--- src/rtl/cp0_pkg.sv ---
// cp0_pkg: shared constants for the CP0 exception controller.
//   - CP0 register numbers (COUNT, COMPARE, STATUS, CAUSE, EPC)
//   - ExcCode values written into CAUSE[6:2]
//   - STATUS bit positions
//   - controller FSM state encoding
//   - register packing helpers for MFC0 read-back
package cp0_pkg;

    localparam logic [4:0] CP0_COUNT   = 5'd9;
    localparam logic [4:0] CP0_COMPARE = 5'd11;
    localparam logic [4:0] CP0_STATUS  = 5'd12;
    localparam logic [4:0] CP0_CAUSE   = 5'd13;
    localparam logic [4:0] CP0_EPC     = 5'd14;

    localparam logic [4:0] EXC_INT = 5'd0;
    localparam logic [4:0] EXC_RI  = 5'd10;
    localparam logic [4:0] EXC_OV  = 5'd12;

    localparam int STATUS_IE  = 0;
    localparam int STATUS_EXL = 1;

    localparam logic [1:0] ST_IDLE      = 2'd0;
    localparam logic [1:0] ST_FLUSH_EXC = 2'd1;
    localparam logic [1:0] ST_FLUSH_RET = 2'd2;

    // CAUSE layout: bit15 IP7, bit10 IP2, [6:2] ExcCode, everything else 0.
    function automatic logic [31:0] pack_cause(input logic       ip7,
                                               input logic       ip2,
                                               input logic [4:0] exc_code);
        pack_cause = {16'h0000, ip7, 4'h0, ip2, 3'b000, exc_code, 2'b00};
    endfunction

    // STATUS layout: bit1 EXL, bit0 IE, everything else 0.
    function automatic logic [31:0] pack_status(input logic exl,
                                                input logic ie);
        pack_status = {30'd0, exl, ie};
    endfunction

endpackage

--- src/rtl/irq_sync.sv ---
// irq_sync: multi-flop synchronizer bringing the asynchronous external
// interrupt level into the i_clk domain.
// Ports:
//   i_clk    in  clock, rising edge
//   i_rst_n  in  asynchronous active-low reset, clears the chain to 0
//   i_async  in  asynchronous level input
//   o_sync   out synchronized level (last flop of the chain)
// Parameter STAGES is the chain depth and must be at least 2.
module irq_sync #(
    parameter int STAGES = 2
) (
    input  logic i_clk,
    input  logic i_rst_n,
    input  logic i_async,
    output logic o_sync
);

    logic [STAGES-1:0] sync_r;

    // Shift the async level through the flop chain.
    always_ff @(posedge i_clk or negedge i_rst_n) begin
        if (!i_rst_n) begin
            sync_r <= {STAGES{1'b0}};
        end else begin
            sync_r <= {sync_r[STAGES-2:0], i_async};
        end
    end

    assign o_sync = sync_r[STAGES-1];

endmodule

--- src/rtl/cp0_exception_ctrl.sv ---
// cp0_exception_ctrl: coprocessor-0 exception sequencer.
// Detects EX overflow, ID reserved instruction and external interrupts,
// records EPC/CAUSE, and issues a one-cycle registered flush plus PC
// redirect. Also services MTC0 writes (with a one-cycle flush), MFC0 reads
// and ERET.
// Ports:
//   i_clk, i_rst_n           clock / async active-low reset
//   i_irq                    external interrupt level (async)
//   i_ovf_ex, i_pc_ex        overflow in EX and its PC
//   i_undef_id, i_pc_id      reserved opcode in ID and ID PC
//   i_mtc0, i_eret           MTC0 / ERET in ID
//   i_cp0_addr, i_cp0_wdata  CP0 register number and MTC0 write data
//   o_exception              flush pulse to IF/ID and ID/EX
//   o_mtc0_flush             flush pulse following a CP0 write
//   o_pc_sel, o_pc_vector    fetch redirect and its target
//   o_cp0_rdata              MFC0 read data (combinational on i_cp0_addr)
//   o_epc                    current EPC
// Optional build macro CP0_COUNT_EN adds COUNT (9) / COMPARE (11) and the
// IP7 timer interrupt; without it those addresses read 0 and IP7 is 0.
module cp0_exception_ctrl
    import cp0_pkg::*;
#(
    parameter logic [31:0] EXC_VECTOR      = 32'h0000_0180,
    parameter int          IRQ_SYNC_STAGES = 2
) (
    input  logic        i_clk,
    input  logic        i_rst_n,
    input  logic        i_irq,
    input  logic        i_ovf_ex,
    input  logic        i_undef_id,
    input  logic [31:0] i_pc_id,
    input  logic [31:0] i_pc_ex,
    input  logic        i_mtc0,
    input  logic        i_eret,
    input  logic [4:0]  i_cp0_addr,
    input  logic [31:0] i_cp0_wdata,
    output logic        o_exception,
    output logic        o_mtc0_flush,
    output logic        o_pc_sel,
    output logic [31:0] o_pc_vector,
    output logic [31:0] o_cp0_rdata,
    output logic [31:0] o_epc
);

    logic [1:0]  state_r, state_d;
    logic        ie_r, ie_d;
    logic        exl_r, exl_d;
    logic [4:0]  exc_code_r, exc_code_d;
    logic [31:0] epc_r, epc_d;
    logic        exception_r, exception_d;
    logic        pc_sel_r, pc_sel_d;
    logic        mtc0_flush_r, mtc0_flush_d;
    logic [31:0] pc_vector_r, pc_vector_d;

    logic        ip2_s;
    logic        ip7_s;
    logic        irq_take_s;
    logic        det_s;
    logic [4:0]  det_code_s;
    logic [31:0] det_epc_s;
    logic        idle_s;
    logic        mtc0_acc_s;

    irq_sync #(
        .STAGES (IRQ_SYNC_STAGES)
    ) u_irq_sync (
        .i_clk   (i_clk),
        .i_rst_n (i_rst_n),
        .i_async (i_irq),
        .o_sync  (ip2_s)
    );

    assign idle_s = (state_r == ST_IDLE);

    // Exception detection with fixed priority: overflow, reserved, interrupt.
    always_comb begin
        irq_take_s = (ip2_s | ip7_s) & ie_r & ~exl_r;
        if (i_ovf_ex) begin
            det_code_s = EXC_OV;
            det_epc_s  = i_pc_ex;
        end else if (i_undef_id) begin
            det_code_s = EXC_RI;
            det_epc_s  = i_pc_id;
        end else begin
            det_code_s = EXC_INT;
            det_epc_s  = i_pc_id;
        end
        det_s = i_ovf_ex | i_undef_id | irq_take_s;
    end

    // An MTC0 only lands when nothing with higher priority claims the cycle.
    assign mtc0_acc_s = idle_s & ~det_s & ~i_eret & i_mtc0;

    // Next-state, CP0 register update and registered-output next values.
    always_comb begin
        state_d      = state_r;
        ie_d         = ie_r;
        exl_d        = exl_r;
        exc_code_d   = exc_code_r;
        epc_d        = epc_r;
        exception_d  = 1'b0;
        pc_sel_d     = 1'b0;
        mtc0_flush_d = 1'b0;
        pc_vector_d  = 32'd0;
        case (state_r)
            ST_IDLE: begin
                if (det_s) begin
                    exc_code_d = det_code_s;
                    // A nested sync exception keeps the original return PC.
                    if (!exl_r) begin
                        epc_d = det_epc_s;
                    end else begin
                        epc_d = epc_r;
                    end
                    exl_d       = 1'b1;
                    state_d     = ST_FLUSH_EXC;
                    exception_d = 1'b1;
                    pc_sel_d    = 1'b1;
                    pc_vector_d = EXC_VECTOR;
                end else if (i_eret) begin
                    exl_d       = 1'b0;
                    state_d     = ST_FLUSH_RET;
                    exception_d = 1'b1;
                    pc_sel_d    = 1'b1;
                    pc_vector_d = epc_r;
                end else if (mtc0_acc_s) begin
                    mtc0_flush_d = 1'b1;
                    case (i_cp0_addr)
                        CP0_STATUS: begin
                            ie_d  = i_cp0_wdata[STATUS_IE];
                            exl_d = i_cp0_wdata[STATUS_EXL];
                        end
                        CP0_CAUSE: begin
                            exc_code_d = i_cp0_wdata[6:2];
                        end
                        CP0_EPC: begin
                            epc_d = i_cp0_wdata;
                        end
                        default: begin
                            // COUNT/COMPARE live elsewhere; others are unmapped.
                            state_d = ST_IDLE;
                        end
                    endcase
                end else begin
                    state_d = ST_IDLE;
                end
            end
            ST_FLUSH_EXC, ST_FLUSH_RET: begin
                state_d = ST_IDLE;
            end
            default: begin
                state_d = ST_IDLE;
            end
        endcase
    end

    // State, CP0 registers and registered outputs.
    always_ff @(posedge i_clk or negedge i_rst_n) begin
        if (!i_rst_n) begin
            state_r      <= ST_IDLE;
            ie_r         <= 1'b0;
            exl_r        <= 1'b0;
            exc_code_r   <= 5'd0;
            epc_r        <= 32'd0;
            exception_r  <= 1'b0;
            pc_sel_r     <= 1'b0;
            mtc0_flush_r <= 1'b0;
            pc_vector_r  <= 32'd0;
        end else begin
            state_r      <= state_d;
            ie_r         <= ie_d;
            exl_r        <= exl_d;
            exc_code_r   <= exc_code_d;
            epc_r        <= epc_d;
            exception_r  <= exception_d;
            pc_sel_r     <= pc_sel_d;
            mtc0_flush_r <= mtc0_flush_d;
            pc_vector_r  <= pc_vector_d;
        end
    end

`ifdef CP0_COUNT_EN
    logic [31:0] count_r;
    logic [31:0] compare_r;
    logic        ip7_r;

    // Free-running COUNT, COMPARE and the sticky IP7 timer request.
    always_ff @(posedge i_clk or negedge i_rst_n) begin
        if (!i_rst_n) begin
            count_r   <= 32'd0;
            compare_r <= 32'd0;
            ip7_r     <= 1'b0;
        end else begin
            if (mtc0_acc_s && (i_cp0_addr == CP0_COUNT)) begin
                count_r <= i_cp0_wdata;
            end else begin
                count_r <= count_r + 32'd1;
            end
            // Writing COMPARE acknowledges the timer, beating a same-cycle match.
            if (mtc0_acc_s && (i_cp0_addr == CP0_COMPARE)) begin
                compare_r <= i_cp0_wdata;
                ip7_r     <= 1'b0;
            end else if (count_r == compare_r) begin
                ip7_r <= 1'b1;
            end else begin
                ip7_r <= ip7_r;
            end
        end
    end

    assign ip7_s = ip7_r;
`else
    assign ip7_s = 1'b0;
`endif

    // MFC0 read mux; unmapped addresses read 0.
    always_comb begin
        case (i_cp0_addr)
            CP0_STATUS: o_cp0_rdata = pack_status(exl_r, ie_r);
            CP0_CAUSE:  o_cp0_rdata = pack_cause(ip7_s, ip2_s, exc_code_r);
            CP0_EPC:    o_cp0_rdata = epc_r;
`ifdef CP0_COUNT_EN
            CP0_COUNT:   o_cp0_rdata = count_r;
            CP0_COMPARE: o_cp0_rdata = compare_r;
`else
            CP0_COUNT, CP0_COMPARE: o_cp0_rdata = 32'd0;
`endif
            default:    o_cp0_rdata = 32'd0;
        endcase
    end

    assign o_exception  = exception_r;
    assign o_pc_sel     = pc_sel_r;
    assign o_mtc0_flush = mtc0_flush_r;
    assign o_pc_vector  = pc_vector_r;
    assign o_epc        = epc_r;

endmodule

--- config.mk ---
export PLATFORM = sky130hd
export DESIGN_NAME = cp0_exception_ctrl
export DESIGN_NICKNAME = d
export VERILOG_FILES = /design/src/rtl/cp0_pkg.sv /design/src/rtl/irq_sync.sv /design/src/rtl/cp0_exception_ctrl.sv
export SDC_FILE = /design/constraint.sdc
export NUM_CORES = 1
export LEC_CHECK = 0
export CAP_MARGIN = 20
export CORE_MARGIN = 4
export CORE_UTILIZATION = 35
export CTS_CLUSTER_SIZE = 20
export DETAILED_ROUTE_END_ITERATION = 10
export PLACE_DENSITY = 0.76
export SLEW_MARGIN = 20
export SYNTH_ARGS = -nofsm -noshare
export SYNTH_HDL_FRONTEND = slang
export SYNTH_HIERARCHICAL = 1
export SYNTH_SLANG_ARGS = --single-unit
--- constraint.sdc ---
create_clock -name i_clk -period 1.66 [get_ports i_clk]
set_input_delay 0.332 -clock i_clk [delete_from_list [all_inputs] [get_ports i_clk]]
set_output_delay 0.332 -clock i_clk [all_outputs]
set_load 0.005 [all_outputs]
### Word-level counts from Yosys, hierarchy flattened

Cells that the tools add are included.
Widths: inputs -> output; s select.

| storage, ports and cells | value |
|---|---|
| register bits after elaboration | 77 |
| bits of input ports | 108 |
| ROM bits | 0 |
| output and inout port bits | 99 |
| bits in writable memories | 0 |
| logic and storage cells | 68 |
| bits in latches | 0 |
| memories kept | 0 |

| operators by class | value |
|---|---|
| shift operators | 0 |
| equality and inequality tests | 6 |
| order comparisons | 0 |
| divide/modulo/power cells | 0 |
| $mul | 0 |
| reductions and logical operators | 11 |
| muxes and demuxes | 32 |
| bitwise gates (word level) | 10 |
| $add $sub $neg | 0 |

Operators by type and width:

| kind | count |
|---|---|
| $mux 32 | 9 |
| $pmux 32 s3 | 1 |
| $mux 5 | 5 |
| $eq 5x4->1 const B | 3 |
| $mux 1 | 11 |
| $mux 2 | 5 |
| $reduce_and 5->1 | 2 |
| $reduce_bool 2->1 | 3 |
| $reduce_bool 3->1 | 2 |
| $and 1x1->1 | 5 |
| $ne 5x5->1 const B | 1 |
| $mux 4 | 1 |
| $reduce_and 4->1 | 1 |
| $not 1->1 | 3 |
| $reduce_and 3->1 | 1 |
| $reduce_or 3->1 | 1 |
| $logic_not 2->1 | 1 |
| $ne 2x1->1 const B | 1 |
| $ne 2x2->1 const B | 1 |
| $or 1x1->1 | 2 |

### Longest topological paths before layout

Gate-level depths: netlist of the first run.

| logic depth | value |
|---|---|
| depth after elaboration | 11 |
| mapped depth | 7 |
| depth with buffers taken out | 4 |

### Modules after synthesis

Netlist of the first run, hierarchy kept.

Modules (own cells, without submodules):

| module | area each (sq um) | sequential area each (sq um) | times used | cells an instance |
|---|---|---|---|---|
| cp0_exception_ctrl | 3833.7 | 1876.8 | 1 | 335 |
| irq_sync | 50.0 | 50.0 | 1 | 2 |

### Worst setup path before layout of the first run

No wires, ideal clock.

| timing | value |
|---|---|
| kind | input to register |
| start point | in i_ovf_ex |
| end point | reg epc_r[0], in the netlist o_epc[0] |
| arrival | 1627 ps |
| data required time | 1535 ps |
| library setup time | 125 ps |
| slack | -92 ps |
| path buffers | 3 |
| cell stages on the path | 7 |
| cells stage by stage | buf_4 -> nor2_4 -> and2_4 -> buf_6 -> a32o_2 -> buf_6 -> mux2_4 |

| on the way | value |
|---|---|
| longest elaborated chain between the ends | 8 |
| elaborated cells on any way between the ends | 14 |
| classes of those cells | eq/ne (2); mux (3); bitwise (6); reduce/logical (3) |

RTL lines:

| element | line | text |
|---|---|---|
| start, declared | cp0_exception_ctrl.sv:29 | `input logic i_ovf_ex,` |
| $or 1x1->1 (2 in series) | cp0_exception_ctrl.sv:88 | `det_s = i_ovf_ex \| i_undef_id \| irq_take_s;` |
| $not 1->1 (no line) | - |  |
| $and 1x1->1 (3 in series) | cp0_exception_ctrl.sv:92 | `assign mtc0_acc_s = idle_s & ~det_s & ~i_eret & i_mtc0;` |
| $reduce_bool 2->1 (no line) | - |  |
| $reduce_and 5->1 (no line) | - |  |
| end signal, assigned | cp0_exception_ctrl.sv:174 | `epc_r <= epc_d;` |
| end, declared | cp0_exception_ctrl.sv:49 | `logic [31:0] epc_r, epc_d;` |

Several ways; a longest one is shown, not always the timed one. The select of a mux whose other input is x is not followed.
A chain may end at the register's enable or synchronous reset.

### Worst setup path after layout of the first run

| timing | value |
|---|---|
| start point | in i_cp0_addr[4] |
| end point | out o_cp0_rdata[1] |

| on the way | value |
|---|---|
| longest elaborated chain between the ends | 2 |
| elaborated cells on any way between the ends | 4 |
| classes of those cells | eq/ne (3); mux (1) |

RTL lines:

| element | line | text |
|---|---|---|
| start, declared | cp0_exception_ctrl.sv:35 | `input logic [4:0] i_cp0_addr,` |
| $eq 5x4->1 | cp0_exception_ctrl.sv:218 | `case (i_cp0_addr)` |
| $pmux 32 s3 (*) | cp0_exception_ctrl.sv:218 |  |
| end, declared | cp0_exception_ctrl.sv:41 | `output logic [31:0] o_cp0_rdata,` |

Mark *: on every way between the ends. The rest lies on a longest branch, timed or not.

==> flow_metrics.tcl, run 1 <==
set metrics [dict create \
    die_y_um 113 \
    synth-xor-area-share_pct 0 \
    finalWorstSetupSlack_ns -0.120 \
    die_w_um 113 \
    grt_max_degree 76 \
    ys_seq_elements 77 \
    die_area_um2 12800 \
    slowest_delay_ns 0.23 \
    hold_viol 0 \
    synthTopCellsByArea "dfrtp_1 50%, mux2_4 12%, and2_1 8.7%" \
    syn_inst 337 \
    tns_ns -4.85 \
    reg2reg_to "o_epc[14]" \
    path_class "input port to output pin" \
    path_cells "buf_8, nand3b_1, nor2_4, buf_12, buf_12, buf_8, a22o_1, buf_2" \
    clk_latency_ns 0.34 \
    critPathSlowestCell "nand3b_1" \
    slew_viol_final 0 \
    yosysWarningCount 6 \
    ant_nets 0 \
    period_needed_ns 1.78 \
    synthesis.nets 445 \
    first_pass_iters 4 \
    rsz0062_at_grt "true" \
    cts_max_level 3 \
    core_area_um2 10800 \
    cap_violations 0 \
    synth-simple-area-share_pct 16.6 \
    power.density_nw_per_um2 1010 \
    ir_worst_vdd_v 0.000579 \
    synth.distinct_cells 35 \
    setup_viol 57 \
    syn_area_per_cell_um2 11.5 \
    drt_wl_total_mm 14.4 \
    critPathArrivalTime_ns 1.45 \
    first_iter_violations 131 \
    synth_area_um2 3880 \
    finalCritPeriodShare_pct 107 \
    drive_above_1_share_pct 30.7 \
    syn_to_final_growth_pct 80.7 \
    vias_per_cell 4.92 \
    synth_top_family_by_area "multiplexers" \
    total_leakage_power_nw 3.26 \
    routedWlPerCell_um 19.5 \
    post-dp-hpwl_mm 9.99 \
    num_antenna_cells 0 \
    synthAdderAreaFrac_pct 0 \
    cts_root_buf "clkbuf_8" \
    start_util_pct 35.8 \
    worstPathMaxFanout 5 \
    nNetsFinal 699 \
    synth_mux_area_share_pct 21.6 \
    antenna_found_initial 0 \
    rr_worst_depth 6 \
    synth-compound-area-share_pct 8.51 \
    violations "negative setup slack" \
    end_kind "output pin" \
    worstMarginPinSlew_ns 0.407 \
    total_power_mw 7.12 \
    clkSinkCount 77 \
    grt_use_total_pct 21.7 \
    grt_pass1_vias 3963 \
    cts_tree "done" \
    row_count 38 \
    r2r-start "exl_r" \
    required_ns 1.33 \
    yosysSeqAreaShare_pct 49.6 \
    status "finished with violations" \
    gp_congestion 0.866 \
    slew_headroom_pct 72.9 \
    max_freq_ghz 0.562 \
    critPathLaunchType "input port" \
    skew_ns 0.00888 \
    via_count 3621 \
    rrSetupSlack_ns -0.10 \
    synth_area_leader_cell "dfrtp_1" \
    cts_max_path_buffers 2 \
    numCtsBuffers 9 \
    ios 207 \
    grt_pass1_wl_mm 21.5 \
    synth_top_area_share_pct 49.6 \
    path_clk_slew_ns 0.08 \
    drc 0 \
    portBuffers 206 \
    overflow 0 \
    min_path_type "input port to asynchronous set/reset pin" \
]
worst max-delay path: cells and delay by family:
family | cells | cell delay, ns
simple gates | 2 | 0.41
buf+inv | 5 | 0.56
compound gates | 1 | 0.14
synth_stat cells:
cell type and number:
o21ai_1 2, and2_4 1, a22o_1 10, a311oi_1 1, buf_2 2, nor3_1 3
and2_0 1, nor2_4 1, nor4bb_1 1, o21ai_0 33, a32o_2 1, nor2b_1 1
inv_1 2, clkbuf_1 15, nand3b_1 2, a41oi_1 1, nand3_1 32, nand2b_1 2
and3_1 4, nand4_1 1, and2_1 54, buf_6 4, dfrtp_1 77, nand2_1 2
buf_4 2, buf_1 3, nor2_1 4, mux2_4 30, mux2_1 5, o21a_1 2
or2_2 1, a21oi_1 3, mux2_2 1, mux2i_1 32, o2bb2ai_1 1
state kept, by name, indices dropped and copies added, names as in the netlist:
register,flops
o_epc,32
o_pc_vector,32
exc_code_r,5
state_r,2
u_irq_sync/sync_r,2
exl_r,1
ie_r,1
o_mtc0_flush,1
o_pc_sel,1
cell families after synthesis:
kind of cell,after synthesis
buffers and inverters,28
AND/OR/NAND/NOR,110
flip-flops,77
AO/OA/AOI/OAI,54
multiplexers,68
per-layer routing:
layer | track usage (%) | wire [um] | up-vias
li1 | - | - | 1692
met1 | 24.0 | 5640 | 1750
met2 | 39.9 | 7450 | 165
met3 | 6.36 | 1060 | 14
met4 | 6.73 | 205 | 0
met5 | 0 | 0 | -
layout by cell type, fill, tap and decap left out, drive strengths merged:
master	Yosys	layout
nand4	1	1
a311oi	1	1
inv	2	2
dlygate4sd2	0	1
dlymetal6s2s	0	6
nand2b	2	2
nand3b	2	2
o21a	2	2
nor2b	1	1
mux2	36	36
and2	56	56
o21ai	35	35
dlygate4sd3	0	1
nor3	3	3
nand3	32	32
dfrtp	77	77
nand2	2	2
clkinv	0	3
clkdlybuf4s50	0	160
buf	11	100
and3	4	4
a22o	10	10
bufinv	0	2
a41oi	1	1
nor4bb	1	1
mux2i	32	32
a32o	1	1
a21oi	3	3
clkbuf	15	11
or2	1	1
nor2	5	5
clkinvlp	0	1
o2bb2ai	1	1
where the power goes:
part | leakage (nW) | internal [mW] | switching (mW) | total, mW
registers | 0.985 | 2.35 | 0.436 | 2.78
clock network | 0.112 | 0.885 | 0.687 | 1.57
logic | 2.16 | 1.93 | 0.834 | 2.77
final cells by class:
class | instances | area, um^2
multi-input cells | 232 | 1940
well taps | 140 | 175
clock buffers | 10 | 138
clock inverters | 6 | 86.3
inverters | 2 | 7.51
repair buffers | 269 | 2750
fillers | 844 | 3820
flip-flops and latches | 77 | 1930
repair_timing:
action | in CTS | in global routing
setup endpoints to repair | 73 | 108
resized for setup | 217 | 25
buffers inserted | 15 | 11
endpoints found under the hold margin | 2 | 0
pin swaps | 22 | 6
hold buffers | 1 | 0
cloned | 6 | 1
stage by stage:
stage / util, % / instances / hold WS [ns] / setup slack (ns) / instance area, um^2
2_1_floorplan: - / 337 / 0.0364 / -0.0593 / 3900
3_3_place_gp: 58.1 / 690 / 0.130 / -0.741 / 6300
3_5_place_dp: 58.1 / 690 / 0.131 / -0.883 / 6300
4_1_cts: 63.6 / 728 / 0.325 / -0.147 / 6890
5_1_grt: 64.8 / 736 / 0.318 / -0.164 / 7020
6_report: 64.8 / 736 / 0.343 / -0.120 / 7020
worst max-delay path by stage:
stage / cells after the start / from / end / slack (ns)
floorplan: 7 / i_ovf_ex / o_epc[0] / -0.06
global placement: 6 / i_cp0_addr[2] / o_cp0_rdata[10] / -0.74
detailed placement: 6 / i_cp0_addr[2] / o_cp0_rdata[3] / -0.88
CTS: 6 / state_r[0] / o_epc[14] / -0.15
global route: 8 / i_cp0_addr[4] / o_cp0_rdata[3] / -0.16
finish: 8 / i_cp0_addr[4] / o_cp0_rdata[1] / -0.12
(Power assumes the default switching activity.)
==> inputs of run 2 (changes only) <==
- CORE_UTILIZATION: 35 -> 36
- PLACE_DENSITY: 0.76 -> 0.78
==> flow_metrics.tcl, run 2 (synthesis gave the netlist of run 1 again) <==
set metrics [dict create \
    status "finished with violations" \
    violations "negative hold slack, negative setup slack" \
    max_freq_ghz 0.556 \
    fin_cells 725 \
    grt_max_degree 78 \
    total_power_mw 7.17 \
    rsz0062_at_grt "true" \
    via_count 3742 \
    path_class "register to register" \
    portBuffers 206 \
    grt_pass1_wl_mm 21.9 \
    critPathArrivalTime_ns 2.03 \
    start_util_pct 37.3 \
    dp.cells 685 \
    die_y_um 112 \
    grt_pass1_vias 4124 \
    layout_commonest_cell "clkdlybuf4s50_1" \
    syn_to_final_growth_pct 79.2 \
    nNetsFinal 692 \
    drive_above_1_share_pct 29.4 \
    whs_ns -0.0125 \
    grt_use_total_pct 22.2 \
    overflow 0 \
    clkSinkCount 77 \
    cts_tree "done" \
    ir_worst_vdd_v 0.000493 \
    first_pass_iters 4 \
    slew_viol_final 0 \
    power.density_nw_per_um2 1030 \
    total_leakage_power_nw 3.20 \
    cts_root_buf "clkbuf_8" \
    worstMarginPinSlew_ns 0.418 \
    slowest_delay_ns 0.39 \
    min_path_type "input port to asynchronous set/reset pin" \
    period_needed_ns 1.80 \
    finalWorstSetupSlack_ns -0.140 \
    finalCritPeriodShare_pct 108 \
    ant_nets 0 \
    critPathSlowestCell "dfrtp_1" \
    path_cells "or2_4, nor3_4, a32o_2, buf_12, clkbuf_16, mux2_4" \
    numCtsBuffers 9 \
    clk_latency_ns 0.34 \
    gp_congestion 0.892 \
    critPathLaunchType "register" \
    row_count 37 \
    slew_headroom_pct 72.1 \
    die_w_um 112 \
    drt_wl_total_mm 14.4 \
    post-dp-hpwl_mm 9.76 \
    antenna_found_initial 1 \
    first_iter_violations 162 \
    end_kind "register" \
    worstPathMaxFanout 7 \
    path_clk_slew_ns 0.08 \
    setup_viol 36 \
    cts_max_path_buffers 2 \
    vias_per_cell 5.16 \
    drc 0 \
    final_cell_mix "164 x clkdlybuf4s50_1, 75 x dfrtp_1, 37 x and2_1, 35 x buf_4, 33 x o21ai_0" \
    routedWlPerCell_um 19.8 \
    hold_viol 3 \
    cts_max_level 3 \
    cap_violations 0 \
    core_area_um2 10400 \
    die_area_um2 12500 \
    ios 207 \
    required_ns 1.89 \
    skew_ns 0.0133 \
]
run 2: report_power, final:
| part | switching [mW] | leakage [nW] | internal (mW) | total [mW] |
|---|---|---|---|---|
| Sequential | 0.476 | 0.983 | 2.35 | 2.83 |
| Clock | 0.665 | 0.125 | 1.07 | 1.74 |
| Combinational | 0.759 | 2.09 | 1.85 | 2.61 |
| Total | 1.90 | 3.20 | 5.27 | 7.17 |
run 2: what timing repair did:
action / 4_1_cts / 5_1_grt
pin swaps: 19 / 10
cloned: 6 / 1
setup buffers: 14 / 7
gates resized for setup: 188 / 39
setup endpoints to repair: 68 / 65
hold buffers: 0 / 0
endpoints found under the hold margin: 0 / 0
run 2: final timing paths:
path                                 startpoint                   end  slack (ns)  cells after the start
max                                  state_r[0]              o_epc[4]       -0.14                      6
min                                     i_rst_n             o_epc[23]       -0.01                      2
max reg2reg                          state_r[0]              o_epc[4]       -0.14                      6
min reg2reg                u_irq_sync/sync_r[0]  u_irq_sync/sync_r[1]        0.37                      0
max in group asynchronous               i_rst_n              o_epc[8]        1.30                      2
min in group i_clk         u_irq_sync/sync_r[0]  u_irq_sync/sync_r[1]        0.37                      0
run 2: area by class of cell:
type | count | area (um^2)
Clock inverter | 4 | 95.1
Clock buffer | 11 | 151
Sequential cell | 77 | 1930
Timing Repair Buffer | 262 | 2680
Tap cell | 136 | 170
Antenna cell | 1 | 2.50
Inverter | 2 | 7.51
Multi-Input combinational cell | 232 | 1920
Fill cell | 818 | 3460
run 2: worst max-delay path: cells and delay by family, from the launching register on:
family	cells	cell delay [ns]
flip-flops	1	0.39
multiplexers	1	0.30
AND/OR/NAND/NOR	2	0.44
buffers and inverters	2	0.32
AO/OA/AOI/OAI	1	0.23
run 2: per-layer routing:
layer / global-route usage, % / routed length [um]
met3: 5.92 / 1190
met5: 0 / 0
met2: 39.9 / 7420
met1: 24.9 / 5410
met4: 8.43 / 331
run 2: metrics by stage:
stage / cell area [um^2] / setup slack (ns) / TNS [ns] / hold WS (ns) / util, %
6_report: 6960 / -0.140 / -3.65 / -0.0125 / 66.8
5_1_grt: 6960 / -0.188 / -6.41 / 0.0224 / 66.8
4_1_cts: 6780 / -0.141 / -4.36 / 0.0115 / 65.1
3_5_place_dp: 6290 / -0.739 / -48.63 / 0.347 / 60.4
3_3_place_gp: 6290 / -0.738 / -47.30 / 0.334 / 60.4
2_1_floorplan: 3900 / -0.0593 / -1.57 / 0.0364 / -
